### src/rtl/sha2_round_const_seq.sv
// Handshaked SHA-2 round-constant sequencer: streams K[0]..K[ROUNDS-1] from a register
// and holds the SHA-224/SHA-256 initial hash value selected at the last honoured start.
module sha2_round_const_seq #(
    parameter int ROUNDS = 64,
    parameter int RND_W  = 6
) (
    input  logic             clk,
    input  logic             rst,
    input  logic             start,
    input  logic             mode_224,
    input  logic             abort,
    input  logic             k_ready,
    output logic             k_valid,
    output logic [31:0]      k_t,
    output logic [RND_W-1:0] round,
    output logic             last,
    output logic             busy,
    output logic             done,
    output logic [255:0]     iv
);

    typedef enum logic [1:0] {
        IDLE = 2'd0,
        RUN  = 2'd1,
        DONE = 2'd2
    } state_t;

    localparam logic [255:0] IV_256 =
        256'h6a09e667_bb67ae85_3c6ef372_a54ff53a_510e527f_9b05688c_1f83d9ab_5be0cd19;
    localparam logic [255:0] IV_224 =
        256'hc1059ed8_367cd507_3070dd17_f70e5939_ffc00b31_68581511_64f98fa7_befa4fa4;
    localparam logic [RND_W-1:0] LAST_IDX = RND_W'(ROUNDS - 1);

    function automatic logic [31:0] k_rom(input logic [5:0] idx);
        logic [31:0] k;
        k = 32'h0;
        case (idx)
            6'd0:  k = 32'h428a2f98;
            6'd1:  k = 32'h71374491;
            6'd2:  k = 32'hb5c0fbcf;
            6'd3:  k = 32'he9b5dba5;
            6'd4:  k = 32'h3956c25b;
            6'd5:  k = 32'h59f111f1;
            6'd6:  k = 32'h923f82a4;
            6'd7:  k = 32'hab1c5ed5;
            6'd8:  k = 32'hd807aa98;
            6'd9:  k = 32'h12835b01;
            6'd10: k = 32'h243185be;
            6'd11: k = 32'h550c7dc3;
            6'd12: k = 32'h72be5d74;
            6'd13: k = 32'h80deb1fe;
            6'd14: k = 32'h9bdc06a7;
            6'd15: k = 32'hc19bf174;
            6'd16: k = 32'he49b69c1;
            6'd17: k = 32'hefbe4786;
            6'd18: k = 32'h0fc19dc6;
            6'd19: k = 32'h240ca1cc;
            6'd20: k = 32'h2de92c6f;
            6'd21: k = 32'h4a7484aa;
            6'd22: k = 32'h5cb0a9dc;
            6'd23: k = 32'h76f988da;
            6'd24: k = 32'h983e5152;
            6'd25: k = 32'ha831c66d;
            6'd26: k = 32'hb00327c8;
            6'd27: k = 32'hbf597fc7;
            6'd28: k = 32'hc6e00bf3;
            6'd29: k = 32'hd5a79147;
            6'd30: k = 32'h06ca6351;
            6'd31: k = 32'h14292967;
            6'd32: k = 32'h27b70a85;
            6'd33: k = 32'h2e1b2138;
            6'd34: k = 32'h4d2c6dfc;
            6'd35: k = 32'h53380d13;
            6'd36: k = 32'h650a7354;
            6'd37: k = 32'h766a0abb;
            6'd38: k = 32'h81c2c92e;
            6'd39: k = 32'h92722c85;
            6'd40: k = 32'ha2bfe8a1;
            6'd41: k = 32'ha81a664b;
            6'd42: k = 32'hc24b8b70;
            6'd43: k = 32'hc76c51a3;
            6'd44: k = 32'hd192e819;
            6'd45: k = 32'hd6990624;
            6'd46: k = 32'hf40e3585;
            6'd47: k = 32'h106aa070;
            6'd48: k = 32'h19a4c116;
            6'd49: k = 32'h1e376c08;
            6'd50: k = 32'h2748774c;
            6'd51: k = 32'h34b0bcb5;
            6'd52: k = 32'h391c0cb3;
            6'd53: k = 32'h4ed8aa4a;
            6'd54: k = 32'h5b9cca4f;
            6'd55: k = 32'h682e6ff3;
            6'd56: k = 32'h748f82ee;
            6'd57: k = 32'h78a5636f;
            6'd58: k = 32'h84c87814;
            6'd59: k = 32'h8cc70208;
            6'd60: k = 32'h90befffa;
            6'd61: k = 32'ha4506ceb;
            6'd62: k = 32'hbef9a3f7;
            6'd63: k = 32'hc67178f2;
            default: k = 32'h0;
        endcase
        return k;
    endfunction

    state_t             state_q, state_d;
    logic               k_valid_q, k_valid_d;
    logic [31:0]        k_t_q, k_t_d;
    logic [RND_W-1:0]   round_q, round_d;
    logic               busy_q, busy_d;
    logic               done_q, done_d;
    logic [255:0]       iv_q, iv_d;
    logic [RND_W-1:0]   round_inc;

    assign round_inc = round_q + RND_W'(1);

    always_comb begin
        state_d   = state_q;
        k_valid_d = k_valid_q;
        k_t_d     = k_t_q;
        round_d   = round_q;
        iv_d      = iv_q;
        // abort outranks every transition, including a start seen in IDLE
        if (abort) begin
            state_d   = IDLE;
            k_valid_d = 1'b0;
        end else begin
            case (state_q)
                IDLE: begin
                    if (start) begin
                        state_d   = RUN;
                        round_d   = '0;
                        k_t_d     = k_rom(6'd0);
                        k_valid_d = 1'b1;
                        iv_d      = mode_224 ? IV_224 : IV_256;
                    end
                end
                RUN: begin
                    if (k_valid_q && k_ready) begin
                        if (round_q == LAST_IDX) begin
                            k_valid_d = 1'b0;
                            state_d   = DONE;
                        end else begin
                            round_d = round_inc;
                            k_t_d   = k_rom(6'(round_inc));
                        end
                    end
                end
                DONE: state_d = IDLE;
                default: begin
                    state_d   = IDLE;
                    k_valid_d = 1'b0;
                end
            endcase
        end
        busy_d = (state_d != IDLE);
        done_d = (state_d == DONE);
    end

    always_ff @(posedge clk) begin
        if (rst) begin
            state_q   <= IDLE;
            k_valid_q <= 1'b0;
            k_t_q     <= 32'h0;
            round_q   <= '0;
            busy_q    <= 1'b0;
            done_q    <= 1'b0;
            iv_q      <= IV_256;
        end else begin
            state_q   <= state_d;
            k_valid_q <= k_valid_d;
            k_t_q     <= k_t_d;
            round_q   <= round_d;
            busy_q    <= busy_d;
            done_q    <= done_d;
            iv_q      <= iv_d;
        end
    end

    assign k_valid = k_valid_q;
    assign k_t     = k_t_q;
    assign round   = round_q;
    assign last    = k_valid_q && (round_q == LAST_IDX);
    assign busy    = busy_q;
    assign done    = done_q;
    assign iv      = iv_q;

endmodule

### config.mk
export PLATFORM = sky130hd
export DESIGN_NAME = sha2_round_const_seq
export DESIGN_NICKNAME = d
export VERILOG_FILES = /design/src/rtl/sha2_round_const_seq.sv
export SDC_FILE = /design/constraint.sdc
export NUM_CORES = 1
export LEC_CHECK = 0
export CORE_UTILIZATION = 40
export CTS_BUF_LIST = sky130_fd_sc_hd__clkbuf_4
export DETAILED_ROUTE_END_ITERATION = 16
export PLACE_DENSITY = 0.87
export SETUP_SLACK_MARGIN = 0.5
export SLEW_MARGIN = 10
export SYNTH_ARGS = -nofsm -noshare
export SYNTH_HDL_FRONTEND = slang
export SYNTH_SLANG_ARGS = --single-unit
### constraint.sdc
create_clock -name clk -period 3.4 [get_ports clk]
set_clock_uncertainty 0.1 [all_clocks]
set_input_delay 1.02 -clock clk [delete_from_list [all_inputs] [get_ports clk]]
set_output_delay 1.02 -clock clk [all_outputs]
set_load 0.01 [all_outputs]
==> results by group, run 1 <==
Outcome
  – Status: completed

Worst setup path
  – Crit path top cell by count: nand2_1
  – Worst EP required: roughly 3.6 ns
  – CP Launch Type: flip-flop
  – CP endpoint kind: flip-flop
  – CP delay by family, top: simple AND/OR/NAND/NOR gates
  – Flop2flop setup slack: approximately 0.44 ns
  – Largest stage delay on the critical path: a little under 0.8 ns
  – Crit path arrival time: ~3.2 ns
  – CP Cell Sequence: buf_4 > nand2_1 > o21a_1 > nor2_1 > nand2_1 > a31oi_1 > nor4_1
  – Type of the worst setup path: reg -> reg
  – CP bufs+invs: 1
  – CP max FO: 9
  – Slowest cell on the critical path: nor2_1

Routing
  – DR pass1 iterations: 7
  – DRT iter0 DRCs: about 1000
  – DRC viols: 0
  – WL/cell: around 21 microns
  – Overall routed net length: around 28000 microns
  – Antenna Violating Nets Remaining: 0
  – Vias per std cell: roughly 5.9
  – Vias: around 7700

STA
  – Worst-Margin Slew: roughly 1.0 ns
  – Setup TNS: 0 ns
  – Crit path time final: slightly below 3 ns
  – Fmax: about 340 MHz
  – Final Max Slew Viols: 0
  – RSZ-0062 raised after global routing: true
  – Final WS setup: 0.4435 ns
  – Final hold vios: 0
  – Final period util: between 80 and 90%
  – Final setup vio count: 0
  – Slew headroom: 32.73%

Global route
  – Global Route Usage Sum: ~30%
  – Largest net degree at the start of global routing: 56
  – Initial antenna violation count: 1
  – Vias in the first global route: between 6000 and 7000
  – First-pass GRT wire length: 40290 microns
  – Global route overflow: 0

Die
  – IO Pins: between 300 and 400
  – Die H: approximately 130 microns
  – Core area: 17300 sq um
  – Die area: between 15000 and 20000 sq um
  – Die width: around 130 microns
  – Initial Util: between 40 and 50%
  – Rows: 48

Logic synthesis
  – Syn_area_per_cell: 6.953 sq um
  – EDFF count, synth: 0
  – Yosys reg bits: between 40 and 50
  – Commonest cells post-synth: 255 x buf_4, 90 x nand2_1, 84 x o21ai_0, 67 x nor2_1, 60 x a21oi_1
  – Register area share after synthesis: roughly 13%
  – Dominant synthesized flop cell: dfxtp_1
  – Yosys top cell by area: buf_4
  – Top cell type's share of synthesized area: between 20% and 30%
  – Synth cell types: a little under 80
  – Synthesized instance count: a little over 1000
  – Post-Syn Area: 7064 sq um
  – Post-synthesis async set-or-reset flop share: 0%
  – Number of synthesis warnings: 0
  – Most numerous cell in the Yosys netlist: buf_4
  – Dominant cells by area after synthesis: buf_4 27%, dfxtp_1 13%, o21ai_0 6.0%

Place
  – PortBufs: about 180
  – Pre-CTS WS: roughly 0.23 ns
  – RePlAce Congestion: ~1.0
  – HPWL after DPL: approximately 20000 microns

Clock tree
  – CTS tree: built
  – H-tree Lvls: 2
  – CTS buffer count: 5
  – Hold buffers post-CTS: 0
  – Clock root cell: clkbuf_4
  – Longest Clk Path Bufs: 2
  – Clk Latency, worst-skew pair: approximately 0.44 ns
  – Clk sinks: 45
  – Clock slew at reported path FFs: ~0.20 ns

Power
  – Worst IR Drop VDD: 156.0 uV
  – Leakage: between 3 and 4 nW
  – Pwr Density: 158.2 nW/um^2
  – Total power: around 0.0013 W

Final layout
  – Synthesis-to-finish area growth: 17.09%
  – Final #Nets: 1094
  – Share of cells above drive strength 1: approximately an eighth

Flow run
  – Max_cap viols: 0

Min path
  – Hold Path Class: reg -> reg
-- worst reg2reg max path, cell delays in order (launching register included) --
cell and delay, ns:
dfxtp_4 0.47, buf_4 0.21, nand2_1 0.17, o21a_1 0.25
nor2_1 0.78, nand2_1 0.43, a31oi_1 0.32, nor4_1 0.09
-- stage by stage --
step / cell area (sq um) / hold slack (ns) / instances / utilization (%)
after detailed placement: 7976 / 0.3508 / 1274 / 46.12
after global placement: 7976 / 0.3390 / 1274 / 46.12
final: 8272 / 0.3673 / 1299 / 47.82
after CTS: 8122 / 0.3744 / 1289 / 46.95
after global routing: 8269 / 0.4062 / 1298 / 47.81
after floorplan: 7579 / 0.3792 / 1138 / -
-- registers in the layout, indices dropped and copies added (netlist names) --
signal,cells
busy,1
done,1
iv,2
k_t,32
k_valid,1
round,6
state_q,2
-- repair_timing --
action,4_1_cts,5_1_grt
gates cloned,0,1
buffers inserted,7,8
gates resized for setup,7,18
setup endpoints to repair,101,66
pin swaps,1,3
-- worst paths after layout --
path,from,end,cells after the start
worst min-delay path,k_t[21],k_t[21],2
worst max register to register,round[0],k_t[8],7
worst min register to register,k_t[21],k_t[21],2
worst max-delay path,round[0],k_t[8],7
-- layout make-up --
cell class              count  area (sq um)
clock inverters             2         33.78
clock buffers               6         45.04
inverters                  10         42.54
multi-input cells         744          4431
well taps                 225         281.5
fillers                  1767          9025
diodes                      1         2.502
flip-flops and latches     45         922.1
repair buffers            266          2514
-- per-layer routing --
metal / global-route usage [%] / up-vias / share of wire (%)
li1: - / 3365 / -
met1: 36.77 / 3466 / 37
met2: 44.70 / 691 / 44
met3: 7.620 / 128 / 13
met4: 16.92 / 0 / 6.2
met5: 0 / - / 0
-- report_power, final --
group          switching (W)  total [W]  leakage, nW  internal [W]
clock network       0.000240   0.000402       0.0433      0.000161
registers          0.0000149   0.000554        0.370      0.000539
logic               0.000188   0.000353         2.82      0.000164
-- cells by family (layout without fill, tap and decap cells) --
kind of cell / after synthesis / count (layout) / synth area share (%)
flops: 45 / 45 / 12.75
fa+ha+maj: 17 / 17 / 2.976
buf+inv: 350 / 284 / 32.73
mux: 14 / 14 / 2.550
compound gates: 311 / 311 / 29.49
xor+xnor: 9 / 10 / 1.594
other cells: 2 / 125 / 0.1063
simple gates: 268 / 268 / 17.80
-- cell usage in the layout (no fill, tap or decap), drive strengths merged, types with 10 or more instances in the layout --
| cell type | n |
|---|---|
| a31oi | 16 |
| dfxtp | 45 |
| a211oi | 27 |
| conb | 124 |
| nand3 | 20 |
| nand2 | 90 |
| ha | 16 |
| nor3 | 27 |
| o211ai | 13 |
| o21ai | 85 |
| xnor2 | 10 |
| and3 | 10 |
| clkdlybuf4s50 | 178 |
| nor2b | 11 |
| nand2b | 13 |
| buf | 87 |
| nor2 | 67 |
| a21oi | 60 |
Note: power is estimated with default switching activity, not from simulation.
==> inputs of run 2 (changes only) <==
--- a/config.mk
+++ b/config.mk
@@ -10,7 +10,7 @@
 export DETAILED_ROUTE_END_ITERATION = 16
 export PLACE_DENSITY = 0.87
 export SETUP_SLACK_MARGIN = 0.5
-export SLEW_MARGIN = 10
+export SLEW_MARGIN = 20
 export SYNTH_ARGS = -nofsm -noshare
 export SYNTH_HDL_FRONTEND = slang
 export SYNTH_SLANG_ARGS = --single-unit
==> results of run 2 <==
The final DEF is identical to that of run 1; final timing and power are the same.
==> inputs of run 3 (changes only) <==
--- a/config.mk
+++ b/config.mk
@@ -9,6 +9,7 @@
 export CTS_BUF_LIST = sky130_fd_sc_hd__clkbuf_4
 export DETAILED_ROUTE_END_ITERATION = 16
 export PLACE_DENSITY = 0.87
+export REMOVE_ABC_BUFFERS = 1
 export SETUP_SLACK_MARGIN = 0.5
 export SLEW_MARGIN = 20
 export SYNTH_ARGS = -nofsm -noshare
==> run 3 against run 2 <==
Critical path depth is 4 higher. Core utilization increased by 0.42 points. Combinational power up 2%. Highest routed layer unchanged. Die area did not move. Clock power fell by 19%. Via count is 1.9% higher. Global-route usage rose by 1.9 points. Power is 5.1% lower. Clock-buffer cell count shrank 1. Critical endpoint is now k_t[25]. Cell area increased by 0.88%. Sequential share of layout area fell by 0.16 points.
==> results by group, run 3 (synthesis results as in run 1) <==
Final layout
  – Share of cells above drive strength 1: 12.76% (was 12.49%)
  – Final #Nets: 1095 (was 1094)
  – Commonest non-fill, non-tap cell in the layout: clkdlybuf4s50_1 (unchanged)
  – Synthesis-to-finish area growth: 18.12% (was 17.09%)
  – Final std cells w/o fill: 1300 (was 1299)
  – Max FFs per register: 32 (unchanged)
  – Fin area: 8344 sq um (was 8272 sq um)
  – Most frequent cells in the layout: 177 x clkdlybuf4s50_1, 124 x conb_1, 90 x nand2_1, 82 x o21ai_0, 72 x buf_4 (was 178 x clkdlybuf4s50_1, 124 x conb_1, 90 x nand2_1, 83 x o21ai_0, 81 x buf_4)
  – Filler cell count: 1792 (was 1767)

Clock tree
  – CTS buffer count: 5 (unchanged)
  – Clk Latency, worst-skew pair: 0.42 ns (was 0.44 ns)
  – H-tree Lvls: 2 (unchanged)
  – CTS tree: built (unchanged)
  – Clock slew at reported path FFs: 0.16 ns (was 0.20 ns)
  – Longest Clk Path Bufs: 2 (unchanged)
  – Clock root cell: clkbuf_4 (unchanged)
  – Clk sinks: 45 (unchanged)

STA
  – Final Max Slew Viols: 0 (unchanged)
  – Worst-Margin Slew: 0.9620 ns (was 1.005 ns)
  – Final setup vio count: 0 (unchanged)
  – Final period util: 83.99% (was 86.95%)
  – Final hold vios: 0 (unchanged)
  – Final WS setup: 0.5444 ns (was 0.4435 ns)
  – Slew headroom: 35.55% (was 32.73%)
  – Crit path time final: 2.856 ns (was 2.956 ns)
  – RSZ-0062 raised after global routing: true (unchanged)
  – Fmax: 350.2 MHz (was 338.2 MHz)

Routing
  – Vias: 7795 (was 7650)
  – Overall routed net length: 29480 microns (was 27760 microns)
  – DRT iter0 DRCs: 1413 (was 1019)
  – Vias per std cell: 5.996 (was 5.889)
  – WL/cell: 22.68 microns (was 21.37 microns)
  – Antenna Violating Nets Remaining: 0 (unchanged)
  – DR pass1 iterations: 7 (unchanged)
  – DRC viols: 0 (unchanged)

Power
  – Switching share of total power: 36.13% (was 33.91%)
  – Pwr Density: 148.8 nW/um^2 (was 158.2 nW/um^2)
  – Switch Pwr: 0.0004488 W (was 0.0004437 W)
  – Leakage: 3.253 nW (was 3.238 nW)
  – Worst IR Drop VDD: 114.1 uV (was 156.0 uV)
  – Seq pwr share: 44.6% (was 42.3%)
  – Combinational group share of total power: 29.1% (was 27.0%)
  – Clock Power Share: 26.3% (was 30.7%)
  – Total power: 0.001242 W (was 0.001308 W)
  – Pint: 0.0007932 W (was 0.0008647 W)

Die
  – Die H: 134.9 microns (unchanged)
  – IO Pins: 304 (unchanged)
  – Core area: 17300 sq um (unchanged)
  – Initial Util: 40.84% (unchanged)
  – Die area: 18200 sq um (unchanged)
  – Die width: 134.9 microns (unchanged)
  – Rows: 48 (unchanged)

Place
  – Dpl cells: 1275 (was 1274)
  – Area after DPL: 7979 sq um (was 7976 sq um)
  – RePlAce Congestion: 1.004 (was 1.014)
  – Pre-CTS WS: 0.03697 ns (was 0.2293 ns)
  – PortBufs: 179 (unchanged)
  – HPWL after DPL: 20720 microns (was 19940 microns)

Global route
  – Largest net degree at the start of global routing: 74 (was 56)
  – Initial antenna violation count: 1 (unchanged)
  – Vias in the first global route: 6621 (was 6489)
  – Global route overflow: 0 (unchanged)
  – Global Route Usage Sum: 31.05% (was 29.16%)
  – First-pass GRT wire length: 42540 microns (was 40290 microns)

Outcome
  – Status: completed (unchanged)

Min path
  – Hold Path Class: reg -> reg (unchanged)

Worst setup path
  – Largest stage delay on the critical path: 0.42 ns (was 0.78 ns)
  – CP Cell Sequence: ha_4 > inv_1 > ha_2 > buf_4 > inv_1 > buf_12 > nand2_1 > nand3_1 > nand3_1 > a2111oi_2 > a311o_1 (was buf_4 > nand2_1 > o21a_1 > nor2_1 > nand2_1 > a31oi_1 > nor4_1)
  – Type of the worst setup path: reg -> reg (unchanged)
  – CP max FO: 25 (was 9)
  – Crit path arrival time: 3.14 ns (was 3.15 ns)
  – Worst EP required: 3.68 ns (was 3.60 ns)
  – CP Launch Type: flip-flop (unchanged)
  – Slowest cell on the critical path: a2111oi_2 (was nor2_1)
  – CP endpoint kind: flip-flop (unchanged)

Flow run
  – Max_cap viols: 0 (unchanged)
==> run 3: power groups by stage <==
stage	clock network, W	logic (W)	registers [W]
after global placement	0	0.000345	0.000570
after CTS	0.000329	0.000355	0.000556
after global routing	0.000354	0.000388	0.000557
after detailed placement	0	0.000348	0.000571
final	0.000327	0.000361	0.000554
after floorplan	0	0.0000940	0.000621
==> run 3: timing repair <==
action / 4_1_cts / 5_1_grt
resized for setup: 21 / 22
hold buffers: 0 / 0
setup buffers: 10 / 3
setup endpoints to repair: 110 / 123
cloned: 3 / 0
pin swaps: 1 / 0
==> run 3: path summary, 6_finish.rpt <==
kind	from	endpoint	slack, ns	cells past startpoint
setup / recovery	round[0]	k_t[25]	0.54	11
hold / removal	k_t[29]	k_t[29]	0.37	2
setup reg to reg	round[0]	k_t[25]	0.54	11
hold reg to reg	k_t[29]	k_t[29]	0.37	2
==> run 3: routing by layer <==
metal | global-route usage (%) | wire length, microns | up-vias
met1 | 42.36 | 11630 | 3583
met3 | 6.907 | 3678 | 120
met5 | 0 | 0 | -
li1 | - | - | 3372
met4 | 18.29 | 1816 | 0
met2 | 44.36 | 12360 | 720
==> run 3: worst max-delay path: cells and delay by family, from the launching register on <==
family                     cells  cell delay, ns
adders and majority gates      2            0.54
AOI/OAI and AO/OA              2            0.59
buffers and inverters          4            0.56
and+or+nand+nor                3            0.62
DFF                            1            0.39
==> run 3: layout make-up <==
cell class	instances	area, sq um	share of cell area, %
diodes	1	2.502	0.02999
well taps	225	281.5	3.374
inverters	10	37.54	0.4498
clock buffers	5	37.54	0.4498
repair buffers	266	2620	31.40
multi-input cells	745	4423	53.01
flip-flops and latches	45	917.1	10.99
clock inverters	3	25.02	0.2999
==> run 3: metrics by stage <==
step	setup TNS [ns]	utilization [%]	hold WS, ns
2_1_floorplan	-376.42	-	0.3792
3_3_place_gp	0	46.13	0.3412
3_5_place_dp	0	46.13	0.3429
4_1_cts	0	47.75	0.3724
5_1_grt	0	48.24	0.3932
6_report	0	48.24	0.3677
